### config.mk
export PLATFORM = sky130hd
export DESIGN_NAME = spi_config_regs_flat
export DESIGN_NICKNAME = d
export VERILOG_FILES = /design/src/rtl/spi_config_regs_if.sv /design/src/rtl/spi_config_regs.sv /design/src/flat_wrapper.sv
export SDC_FILE = /design/constraint.sdc
export NUM_CORES = 1
export LEC_CHECK = 0
export BUFFER_PORTS_ARGS = -buffer_cell sky130_fd_sc_hd__buf_4
export CORE_UTILIZATION = 25
export CTS_CLUSTER_DIAMETER = 50
export DETAILED_ROUTE_END_ITERATION = 16
export SETUP_SLACK_MARGIN = 0.4
export SLEW_MARGIN = 20
export SYNTH_ARGS = -nofsm -noshare
export SYNTH_HDL_FRONTEND = slang
export SYNTH_SLANG_ARGS = --single-unit
### constraint.sdc
create_clock -name clk -period 2 [get_ports clk]
set_input_delay 0.1 -clock clk [delete_from_list [all_inputs] [get_ports clk]]
set_output_delay 0.1 -clock clk [all_outputs]
set_load 0.01 [all_outputs]
### src/rtl/spi_config_regs_if.sv
// SPI pin bundle between an external controller and the configuration register file.
// All three signals are asynchronous to the register file's clock.
interface spi_config_regs_if;
  logic sclk;
  logic copi;
  logic ncs;

  modport master (
    output sclk,
    output copi,
    output ncs
  );

  modport slave (
    input sclk,
    input copi,
    input ncs
  );
endinterface

### src/rtl/spi_config_regs.sv
// SPI-slave register file driving the PWM peripheral's enable and duty-cycle inputs.
// Receives 16-bit write frames (R/W, 7-bit address, 8-bit data, MSB first) in SPI mode 0.
// The pins are synchronised into the clk domain and edge-detected there; a frame commits on the
// chip-select rising edge only if exactly 16 bits arrived, it is a write, and the address exists.
module spi_config_regs #(
  parameter int unsigned SYNC_STAGES = 2,
  parameter int unsigned NUM_REGS    = 5
) (
  input  logic                 clk,
  input  logic                 rst_n,
  spi_config_regs_if.slave     spi,
  output logic [7:0]           en_reg_out_7_0,
  output logic [7:0]           en_reg_out_15_8,
  output logic [7:0]           en_reg_pwm_7_0,
  output logic [7:0]           en_reg_pwm_15_8,
  output logic [7:0]           pwm_duty_cycle
);

  typedef enum logic [1:0] {
    StIdle,
    StShift,
    StFull,
    StOver
  } state_e;

  logic [SYNC_STAGES-1:0] sclk_sync_q;
  logic [SYNC_STAGES-1:0] copi_sync_q;
  logic [SYNC_STAGES-1:0] ncs_sync_q;
  logic                   sclk_prev_q;
  logic                   ncs_prev_q;

  logic                   sclk_s;
  logic                   copi_s;
  logic                   ncs_s;
  logic                   sclk_rise;
  logic                   ncs_rise;
  logic                   ncs_fall;

  state_e                 state_q;
  logic [4:0]             bit_cnt_q;
  logic [15:0]            shift_q;
  logic                   addr_valid;

  assign sclk_s = sclk_sync_q[SYNC_STAGES-1];
  assign copi_s = copi_sync_q[SYNC_STAGES-1];
  assign ncs_s  = ncs_sync_q[SYNC_STAGES-1];

  assign sclk_rise = sclk_s & ~sclk_prev_q;
  assign ncs_rise  = ncs_s & ~ncs_prev_q;
  assign ncs_fall  = ~ncs_s & ncs_prev_q;

  assign addr_valid = (32'(shift_q[14:8]) < NUM_REGS);

  // Synchronise the pins; copi gets the same depth as sclk so the sampled bit lines up with the
  // detected sclk edge.
  always_ff @(posedge clk or negedge rst_n) begin
    if (!rst_n) begin
      sclk_sync_q <= '0;
      copi_sync_q <= '0;
      ncs_sync_q  <= '0;
      sclk_prev_q <= 1'b0;
      ncs_prev_q  <= 1'b0;
    end else begin
      sclk_sync_q <= {sclk_sync_q[SYNC_STAGES-2:0], spi.sclk};
      copi_sync_q <= {copi_sync_q[SYNC_STAGES-2:0], spi.copi};
      ncs_sync_q  <= {ncs_sync_q[SYNC_STAGES-2:0], spi.ncs};
      sclk_prev_q <= sclk_s;
      ncs_prev_q  <= ncs_s;
    end
  end

  // Frame FSM, bit counter, shift register and the committed configuration registers.
  always_ff @(posedge clk or negedge rst_n) begin
    if (!rst_n) begin
      state_q         <= StIdle;
      bit_cnt_q       <= '0;
      shift_q         <= '0;
      en_reg_out_7_0  <= '0;
      en_reg_out_15_8 <= '0;
      en_reg_pwm_7_0  <= '0;
      en_reg_pwm_15_8 <= '0;
      pwm_duty_cycle  <= '0;
    end else if (ncs_rise) begin
      if (state_q == StFull && shift_q[15] && addr_valid) begin
        case (shift_q[14:8])
          7'd0:    en_reg_out_7_0  <= shift_q[7:0];
          7'd1:    en_reg_out_15_8 <= shift_q[7:0];
          7'd2:    en_reg_pwm_7_0  <= shift_q[7:0];
          7'd3:    en_reg_pwm_15_8 <= shift_q[7:0];
          7'd4:    pwm_duty_cycle  <= shift_q[7:0];
          default: ;
        endcase
      end
      state_q <= StIdle;
    end else if (ncs_fall) begin
      state_q   <= StShift;
      bit_cnt_q <= '0;
      shift_q   <= '0;
    end else if (sclk_rise && !ncs_s && state_q != StIdle) begin
      // Idle is excluded so a frame already in flight at reset release is ignored.
      if (bit_cnt_q < 5'd16) begin
        shift_q <= {shift_q[14:0], copi_s};
      end
      if (bit_cnt_q < 5'd17) begin
        bit_cnt_q <= bit_cnt_q + 5'd1;
      end
      case (state_q)
        StShift: if (bit_cnt_q == 5'd15) state_q <= StFull;
        StFull:  state_q <= StOver;
        default: ;
      endcase
    end
  end

endmodule

### src/flat_wrapper.sv
// flat-port wrapper written by rule: the top's interface ports become plain ports
module spi_config_regs_flat 
#(
  parameter int unsigned SYNC_STAGES = 2,
  parameter int unsigned NUM_REGS    = 5
)
  (clk, rst_n, en_reg_out_7_0, en_reg_out_15_8, en_reg_pwm_7_0, en_reg_pwm_15_8, pwm_duty_cycle, spi_sclk, spi_copi, spi_ncs);
  spi_config_regs_if spi_i ();
  input  logic clk;
  input  logic rst_n;
  output logic [7:0] en_reg_out_7_0;
  output logic [7:0] en_reg_out_15_8;
  output logic [7:0] en_reg_pwm_7_0;
  output logic [7:0] en_reg_pwm_15_8;
  output logic [7:0] pwm_duty_cycle;
  input wire logic [$bits(spi_i.sclk)-1:0] spi_sclk;
  input wire logic [$bits(spi_i.copi)-1:0] spi_copi;
  input wire logic [$bits(spi_i.ncs)-1:0] spi_ncs;
  assign spi_i.sclk = spi_sclk;
  assign spi_i.copi = spi_copi;
  assign spi_i.ncs = spi_ncs;
  spi_config_regs #(.SYNC_STAGES(SYNC_STAGES), .NUM_REGS(NUM_REGS)) u_core (.clk(clk), .rst_n(rst_n), .spi(spi_i), .en_reg_out_7_0(en_reg_out_7_0), .en_reg_out_15_8(en_reg_out_15_8), .en_reg_pwm_7_0(en_reg_pwm_7_0), .en_reg_pwm_15_8(en_reg_pwm_15_8), .pwm_duty_cycle(pwm_duty_cycle));
endmodule
==> impl_metrics.py, run 1 <==
metrics = {
    "status": {
        "status": "complete, no violations",
    },
    "placement": {
        "gp_congestion": 0.751,
        "portBuffers": 44,
        "hpwl_mm": 4.20,
        "dp_slack_ns": 0.0159,
    },
    "clock_tree": {
        "h-tree-depth": 3,
        "cts-root-buf": "clkbuf_16",
        "cts.sinks": 71,
        "clk_path_buf_depth": 2,
        "numCtsBuffers": 9,
        "clk_latency_ns": 0.33,
        "cts_tree": "built",
        "clk_pin_slew_ns": 0.06,
    },
    "worst_setup_path": {
        "required_ns": 2.20,
        "end_kind": "flop",
        "max_stage_delay_ns": 0.39,
        "r2r_start": "u_core.state_q[0]",
        "path_buf_inv": 3,
        "crit_type": "reg -> reg",
        "r2r_end": "u_core.en_reg_pwm_7_0[3]",
        "crit_chain": "inv_2, ha_2, nor4bb_2, buf_4, and4b_1, buf_12, mux2_4",
        "rr_worst_depth": 7,
        "cp_top_family": "simple AND/OR/NAND/NOR gates",
        "cp.arrival_ns": 2.17,
        "worst_path_max_delay_cell": "dfrtp_1",
        "startpoint": "u_core.state_q[0]",
        "worst_setup_path_start_kind": "flop",
        "crit_fanout": 8,
        "r2r_slack_ns": 0.04,
    },
    "synthesis": {
        "synth_ff_type": "dfrtp_1",
        "synthCells": 228,
        "async_flop_share_pct": 100,
        "avgSynthCellArea_um2": 13.0,
        "synth.cell_area_um2": 2970,
        "synth_edf_count": 0,
        "synth.top_cell.area_share_pct": 59.9,
        "yosysWarnings": 0,
        "synth_seq_cells": 71,
        "netlist_top_cells_area": "dfrtp_1, mux2_2, a22oi_1",
        "synth_cell_types": 36,
        "yosysTopAreaCell": "dfrtp_1",
        "syn-num-nets": 240,
        "synth-seq-area-share_pct": 59.9,
    },
    "routing": {
        "drc_errors": 0,
        "drtIter0Drc": 86,
        "ant_nets": 0,
        "dr.pass1.iters": 4,
        "vias_per_cell": 4.66,
        "wl_per_cell_um": 15.5,
        "vias": 2083,
        "routed_wl_mm": 6.91,
    },
    "final_layout": {
        "mostFrequentLayoutCell": "dfrtp_1",
        "mostFrequentLayoutCells": "dfrtp_1, buf_4, mux2_2, mux2_4",
        "layout-drive-gt1-share_pct": 54.9,
        "diodes": 0,
        "syn2layout_area_growth_pct": 44.5,
        "fin_nets": 312,
    },
    "timing": {
        "timing.hold.ws_ns": 0.348,
        "tightest_slew_ns": 0.900,
        "slew_headroom_pct": 40.0,
        "finalSetupViolations": 0,
        "fin_crit_ns": 1.96,
        "hold_viol_final": 0,
        "setup_ws_ns": 0.0387,
        "skew_ns": 0.00830,
        "rsz0062_at_grt": "true",
        "max_freq_mhz": 510,
        "min_period_over_period_pct": 98.1,
        "maxSlewViolCount": 0,
    },
    "min_path": {
        "min-delay-start": "u_core.sclk_sync_q[0]",
        "hold_path_end": "u_core.sclk_sync_q[1]",
        "hp-class": "reg -> reg",
        "hold_path_depth": 0,
    },
    "power_and_ir_drop": {
        "ir_drop_mv": 0.417,
        "power_density_nw_per_um2": 853,
        "p_leak_nw": 2.01,
    },
    "flow_run": {
        "maxCapViolations": 0,
    },
    "floorplan": {
        "initial_core_util_pct": 25.9,
        "dieWidth_um": 111,
        "core_region_area_um2": 11500,
        "ioPinCount": 45,
        "die_y_um": 111,
        "dieArea_um2": 12300,
        "rows": 39,
    },
    "global_routing": {
        "grt_max_degree": 72,
        "global_route.overflow_total": 0,
        "grt_usage_pct": 11.3,
        "antenna_found_initial": 0,
        "grt_pass1_wl_mm": 11.0,
        "grt_pass1_vias": 2093,
    },
}
routing by layer:
layer	track usage (%)	share of wire (%)	wire length, um
met1	15.2	46	3150
met2	17.4	49	3370
met3	3.66	4.8	333
met4	3.20	0.84	58
met5	0	0	0
registers in the layout, summed over array words and instances (netlist names), 5 cells and up:
register	cells
u_core.en_reg_out_7_0	8
u_core.en_reg_out_15_8	8
u_core.shift_q	16
u_core.pwm_duty_cycle	8
u_core.en_reg_pwm_7_0	8
u_core.en_reg_pwm_15_8	8
u_core.bit_cnt_q	5
cells in the mapped netlist, types with 2 or more instances:
cell,n
a22oi_1,16
nor3_1,6
buf_2,3
a21oi_1,3
o21ai_1,10
nor2_1,2
ha_1,7
inv_1,7
nand2_1,20
nand3_2,2
clkbuf_1,5
nand2b_1,3
dfrtp_1,71
mux2_2,40
o21ai_0,10
nor4_1,2
buf_6,2
stage by stage:
step           cells  setup TNS [ns]  utilization (%)  total power (W)  cell area [um2]
2_1_floorplan    228               0                -          0.00181             3050
3_3_place_gp     412               0             31.1          0.00192             3570
3_5_place_dp     412               0             31.1          0.00194             3570
4_1_cts          443               0             35.5          0.00356             4070
5_1_grt          447          -0.189             37.4          0.00383             4290
6_report         447               0             37.4          0.00365             4290
area by class of cell:
| cell class | instances | area (um2) |
|---|---|---|
| fillers | 1054 | 7180 |
| flip-flops and latches | 71 | 1780 |
| multi-input cells | 139 | 1410 |
| repair buffers | 72 | 611 |
| clock buffers | 11 | 233 |
| well taps | 143 | 179 |
| clock inverters | 4 | 47.5 |
| inverters | 7 | 26.3 |
worst reg2reg max path, stage by stage, from the launching register on:
cell and delay [ns]:
dfrtp_1 0.39, inv_2 0.10, ha_2 0.19, nor4bb_2 0.27, buf_4 0.18, and4b_1 0.26, buf_12 0.15, mux2_4 0.30
logic make-up after synthesis:
logic type | Yosys count | share of synthesized area [%]
simple gates | 46 | 9.11
compound gates | 46 | 9.83
mux | 40 | 15.2
buf+inv | 18 | 3.04
fa+ha+maj | 7 | 2.95
flops | 71 | 59.9
repair_timing:
item | 4_1_cts | 5_1_grt
hold buffers | 4 | 0
gates resized for setup | 16 | 43
hold endpoints to repair | 74 | 0
buffers inserted | 11 | 4
endpoints found under the setup margin | 63 | 63
pin swaps | 3 | 23
cloned | 1 | 0
worst max path at each step:
stage / endpoint / depth (start not counted) / slack, ns
2_1_floorplan: u_core.en_reg_pwm_7_0[0] / 9 / 0.08
3_3_place_gp: u_core.en_reg_pwm_15_8[1] / 7 / 0.05
3_5_place_dp: u_core.en_reg_pwm_15_8[1] / 7 / 0.02
4_1_cts: u_core.en_reg_pwm_7_0[3] / 8 / 0.05
5_1_grt: u_core.en_reg_pwm_7_0[4] / 8 / -0.03
6_report: u_core.en_reg_pwm_7_0[3] / 7 / 0.04
power breakdown:
group	total, W	leakage [nW]	internal, W	switching (W)
sequential	0.00161	0.966	0.00150	0.000106
clock	0.00152	0.135	0.000954	0.000562
combinational	0.000530	0.908	0.000266	0.000263
Note: power is estimated with default switching activity, not from simulation.
==> run 2: changes to the inputs <==
- CORE_MARGIN: not set -> 2
- clock period: 2 -> 2.1 ns (I/O delays scaled with it)
==> impl_metrics.py, run 2 (synthesis results as in run 1) <==
metrics = {
    "status": {
        "violations": "DRC",
        "status": "finished with violations",
    },
    "clock_tree": {
        "cts-root-buf": "clkbuf_16",
        "clk_pin_slew_ns": 0.05,
        "clk_latency_ns": 0.33,
        "h-tree-depth": 3,
        "cts.sinks": 71,
        "cts_tree": "built",
        "numCtsBuffers": 9,
        "clk_path_buf_depth": 2,
    },
    "global_routing": {
        "global_route.overflow_total": 0,
        "grt_pass1_vias": 2149,
        "antenna_found_initial": 0,
        "grt_pass1_wl_mm": 11.2,
        "grt_max_degree": 72,
        "grt_usage_pct": 11.2,
    },
    "worst_setup_path": {
        "crit_type": "reg -> reg",
        "r2r_start": "u_core.ncs_prev_q",
        "r2r_end": "u_core.en_reg_pwm_7_0[7]",
        "rr_worst_depth": 8,
        "startpoint": "u_core.ncs_prev_q",
        "cp.arrival_ns": 2.14,
        "r2r_slack_ns": 0.17,
        "worst_setup_path_start_kind": "flop",
        "crit_fanout": 8,
        "required_ns": 2.31,
        "end_kind": "flop",
    },
    "timing": {
        "fin_tns_setup_ns": 0,
        "min_period_over_period_pct": 92.0,
        "fin_crit_ns": 1.93,
        "skew_ns": 0.00641,
        "timing.hold.ws_ns": 0.346,
        "max_freq_mhz": 518,
        "finalSetupViolations": 0,
        "tightest_slew_ns": 0.895,
        "hold_viol_final": 0,
        "maxSlewViolCount": 0,
        "setup_ws_ns": 0.168,
        "rsz0062_at_grt": "true",
        "slew_headroom_pct": 40.3,
    },
    "final_layout": {
        "regArea_um2": 1780,
        "diodes": 0,
        "top_register": "u_core.shift_q",
        "largest_reg_flops": 16,
        "fin_nets": 309,
        "mostFrequentLayoutCell": "dfrtp_1",
        "layout-drive-gt1-share_pct": 49.3,
        "fin_cells": 445,
        "syn2layout_area_growth_pct": 40.2,
        "post-route-util_pct": 36.1,
        "mostFrequentLayoutCells": "dfrtp_1, buf_4, mux2_2, nand2_1",
        "n_fill_cell": 1130,
        "multi_input_area_um2": 1310,
    },
    "routing": {
        "drc_errors": 2,
        "drtIter0Drc": 181,
        "vias": 2078,
        "vias_per_cell": 4.67,
        "wl_per_cell_um": 15.4,
        "routed_wl_mm": 6.87,
        "ant_nets": 0,
        "dr.pass1.iters": 10,
    },
    "min_path": {
        "hold_path_end": "u_core.copi_sync_q[1]",
        "hp-class": "reg -> reg",
        "hold_path_depth": 0,
        "min-delay-start": "u_core.copi_sync_q[0]",
    },
    "floorplan": {
        "core_region_area_um2": 11500,
        "dieWidth_um": 113,
        "initial_core_util_pct": 25.8,
        "rows": 39,
        "ioPinCount": 45,
        "dieArea_um2": 12800,
        "die_y_um": 113,
    },
    "power_and_ir_drop": {
        "p_leak_nw": 1.96,
        "ir_drop_mv": 0.400,
        "power_density_nw_per_um2": 862,
    },
    "flow_run": {
        "maxCapViolations": 0,
    },
    "placement": {
        "placed_cells": 411,
        "portBuffers": 44,
        "dp_slack_ns": 0.119,
        "gp_congestion": 0.675,
        "hpwl_mm": 4.29,
    },
}
-- run 2: changes by cell type in the layout (fill, tap and decap cells not counted), sizes merged --
| cell | delta |
|---|---|
| clkbuf | +1 |
| clkinvlp | -1 |
| buf | -3 |
| inv | +1 |
-- run 2: report_power, final --
group / internal (W) / leakage [nW] / switching (W)
registers: 0.00143 / 0.966 / 0.0000929
logic: 0.000242 / 0.843 / 0.000256
clock network: 0.000989 / 0.153 / 0.000574
-- run 2: how the worst max path moves through the flow --
stage,cells past startpoint,endpoint,slack (ns)
2_1_floorplan,9,u_core.en_reg_pwm_7_0[0],0.18
3_3_place_gp,8,u_core.en_reg_pwm_7_0[3],0.15
3_5_place_dp,7,u_core.en_reg_pwm_7_0[7],0.12
4_1_cts,8,u_core.en_reg_pwm_7_0[7],0.17
5_1_grt,8,u_core.en_reg_pwm_7_0[7],0.07
6_report,8,u_core.en_reg_pwm_7_0[7],0.17
-- run 2: stage by stage --
stage | area (um2) | power (W)
2_1_floorplan | 3030 | 0.00172
3_3_place_gp | 3540 | 0.00182
3_5_place_dp | 3540 | 0.00185
4_1_cts | 4020 | 0.00351
5_1_grt | 4160 | 0.00373
6_report | 4160 | 0.00358
-- run 2: what timing repair did --
item / CTS / global route
pin swaps: 3 / 9
endpoints found under the setup margin: 62 / 63
endpoints found under the hold margin: 74 / 0
hold buffers: 4 / 0
gates resized for setup: 13 / 18
buffers inserted: 8 / 6
-- run 2: worst max-delay path: stages, from the launching register on --
cell	delay [ns]
dfrtp_1	0.37
inv_1	0.06
ha_2	0.18
nand2_2	0.08
nor4bb_4	0.25
buf_4	0.18
and4b_1	0.25
buf_12	0.15
mux2_4	0.29
-- run 2: area by class of cell --
type	instances	area share [%]
multi-input cells	139	31.6
repair buffers	69	13.3
clock buffers	12	6.17
well taps	143	4.30
inverters	7	0.632
clock inverters	4	1.26
flip-flops and latches	71	42.7
-- run 2: per-layer routing --
layer	vias to the layer above	wire length, um	track usage (%)
li1	967	-	-
met3	7	289	3.00
met2	38	3250	16.7
met1	1066	3220	15.3
met4	0	119	5.37
met5	-	0	0
==> run 3: changes to the inputs <==
- clock period: 2.1 -> 1.6 ns (I/O delays scaled with it)
==> impl_metrics.py, run 3 (synthesis results as in run 1) <==
metrics = {
    "timing": {
        "slew_headroom_pct": 71.6,
        "hold_viol_final": 0,
        "max_freq_mhz": 523,
        "tightest_slew_ns": 0.427,
        "finalSetupViolations": 62,
        "rsz0062_at_grt": "true",
        "setup_ws_ns": -0.312,
        "skew_ns": 0.00655,
        "min_period_over_period_pct": 120,
        "maxSlewViolCount": 0,
        "fin_crit_ns": 1.91,
    },
    "floorplan": {
        "dieWidth_um": 113,
        "dieArea_um2": 12800,
        "ioPinCount": 45,
        "core_region_area_um2": 11500,
        "initial_core_util_pct": 25.8,
        "rows": 39,
        "die_y_um": 113,
    },
    "worst_setup_path": {
        "crit_type": "reg -> reg",
        "r2r_slack_ns": -0.31,
        "rr_worst_depth": 8,
        "max_stage_delay_ns": 0.38,
        "r2r_end": "u_core.en_reg_pwm_7_0[7]",
        "r2r_start": "u_core.ncs_prev_q",
        "cp_top_family": "simple AND/OR/NAND/NOR gates",
        "crit_chain": "inv_1, ha_2, nand2_2, nor4bb_2, buf_4, and4b_1, buf_12, mux2_4",
        "cp.arrival_ns": 2.11,
        "path_buf_inv": 3,
        "worst_path_max_delay_cell": "dfrtp_1",
        "worst_setup_path_start_kind": "flop",
        "crit_fanout": 8,
        "end_kind": "flop",
        "required_ns": 1.80,
    },
    "placement": {
        "gp_congestion": 0.776,
        "hpwl_mm": 4.54,
        "placed_cell_area_um2": 3760,
        "portBuffers": 44,
    },
    "power_and_ir_drop": {
        "ir_drop_mv": 0.691,
        "p_leak_nw": 2.03,
        "power_density_nw_per_um2": 1080,
    },
    "routing": {
        "wl_met2_mm": 3.15,
        "ant_nets": 0,
        "routed_wl_mm": 6.60,
        "wl_met3_um": 299,
        "drtIter0Drc": 99,
        "dr.pass1.iters": 10,
        "vias_per_cell": 4.59,
        "drc_errors": 3,
        "wl_per_cell_um": 14.3,
        "top_layer": "met4",
        "vias": 2116,
        "m1WireLength_mm": 3.09,
    },
    "final_layout": {
        "post-route-util_pct": 36.8,
        "diodes": 0,
        "mostFrequentLayoutCell": "buf_4",
        "mostFrequentLayoutCells": "buf_4, dfrtp_1, mux2_2, nand2_1, o21ai_1",
        "largest_reg_flops": 16,
        "layout-drive-gt1-share_pct": 50.0,
        "fin_nets": 325,
        "top_register": "u_core.shift_q",
        "syn2layout_area_growth_pct": 42.9,
        "stdcell_area_um2": 4240,
    },
    "status": {
        "violations": "DRC, setup timing",
        "status": "finished with violations",
    },
    "clock_tree": {
        "cts_tree": "built",
        "h-tree-depth": 3,
        "clk_pin_slew_ns": 0.06,
        "clk_path_buf_depth": 2,
        "clk_latency_ns": 0.32,
        "cts-root-buf": "clkbuf_16",
        "cts.sinks": 71,
        "numCtsBuffers": 9,
    },
    "global_routing": {
        "grt_pass1_wl_mm": 11.2,
        "antenna_found_initial": 0,
        "grt_pass1_vias": 2153,
        "global_route.overflow_total": 0,
        "grt_max_degree": 40,
        "grt_usage_pct": 11.1,
    },
    "min_path": {
        "hp-class": "in -> async",
    },
    "flow_run": {
        "maxCapViolations": 0,
    },
}
run 3: area by class of cell:
| type | count | area [um2] |
|---|---|---|
| clock buffer | 11 | 243 |
| clock inverter | 5 | 56.3 |
| fill | 1131 | 7280 |
| inverter | 7 | 26.3 |
| multi-input combinational | 139 | 1260 |
| sequential | 71 | 1780 |
| tap | 143 | 179 |
| timing repair buffer | 85 | 697 |
run 3: worst max-delay path by stage:
| stage | from | slack, ns | cells past startpoint | to |
|---|---|---|---|---|
| after floorplan | u_core.ncs_prev_q | -0.32 | 9 | u_core.en_reg_pwm_7_0[0] |
| after global placement | u_core.ncs_prev_q | -0.31 | 8 | u_core.en_reg_pwm_15_8[1] |
| after detailed placement | u_core.ncs_prev_q | -0.37 | 8 | u_core.en_reg_pwm_15_8[6] |
| after CTS | u_core.ncs_prev_q | -0.32 | 8 | u_core.en_reg_pwm_7_0[7] |
| after global routing | u_core.ncs_prev_q | -0.39 | 8 | u_core.en_reg_pwm_7_0[7] |
| final | u_core.ncs_prev_q | -0.31 | 8 | u_core.en_reg_pwm_7_0[7] |
run 3: metal layers:
metal / up-vias / GRT usage, %
met5: - / 0
met4: 0 / 3.41
met3: 5 / 2.95
met2: 45 / 17.2
met1: 1070 / 15.3
li1: 996 / -
run 3: timing repair:
item / in CTS / in global routing
endpoints found under the setup margin: 63 / 63
setup buffers: 5 / 0
hold buffers: 4 / 0
resized for setup: 18 / 2
hold endpoints to repair: 35 / 0
pin swaps: 4 / 1
run 3: stage by stage:
stage / setup TNS (ns) / instances / power (W) / setup slack [ns] / hold WS (ns)
after floorplan: -11.55 / 228 / 0.00226 / -0.316 / -0.216
after global placement: -15.27 / 436 / 0.00249 / -0.315 / 0.0541
after detailed placement: -16.99 / 436 / 0.00252 / -0.369 / 0.0561
after CTS: -13.92 / 461 / 0.00462 / -0.324 / 0.252
after global routing: -19.39 / 461 / 0.00483 / -0.394 / 0.297
final: -13.67 / 461 / 0.00459 / -0.312 / 0.238
run 3: where the power goes:
part	total (W)	switching (W)	internal, W
Combinational	0.000611	0.000306	0.000305
Sequential	0.00200	0.000117	0.00188
Clock	0.00198	0.000733	0.00125
Total	0.00459	0.00116	0.00343
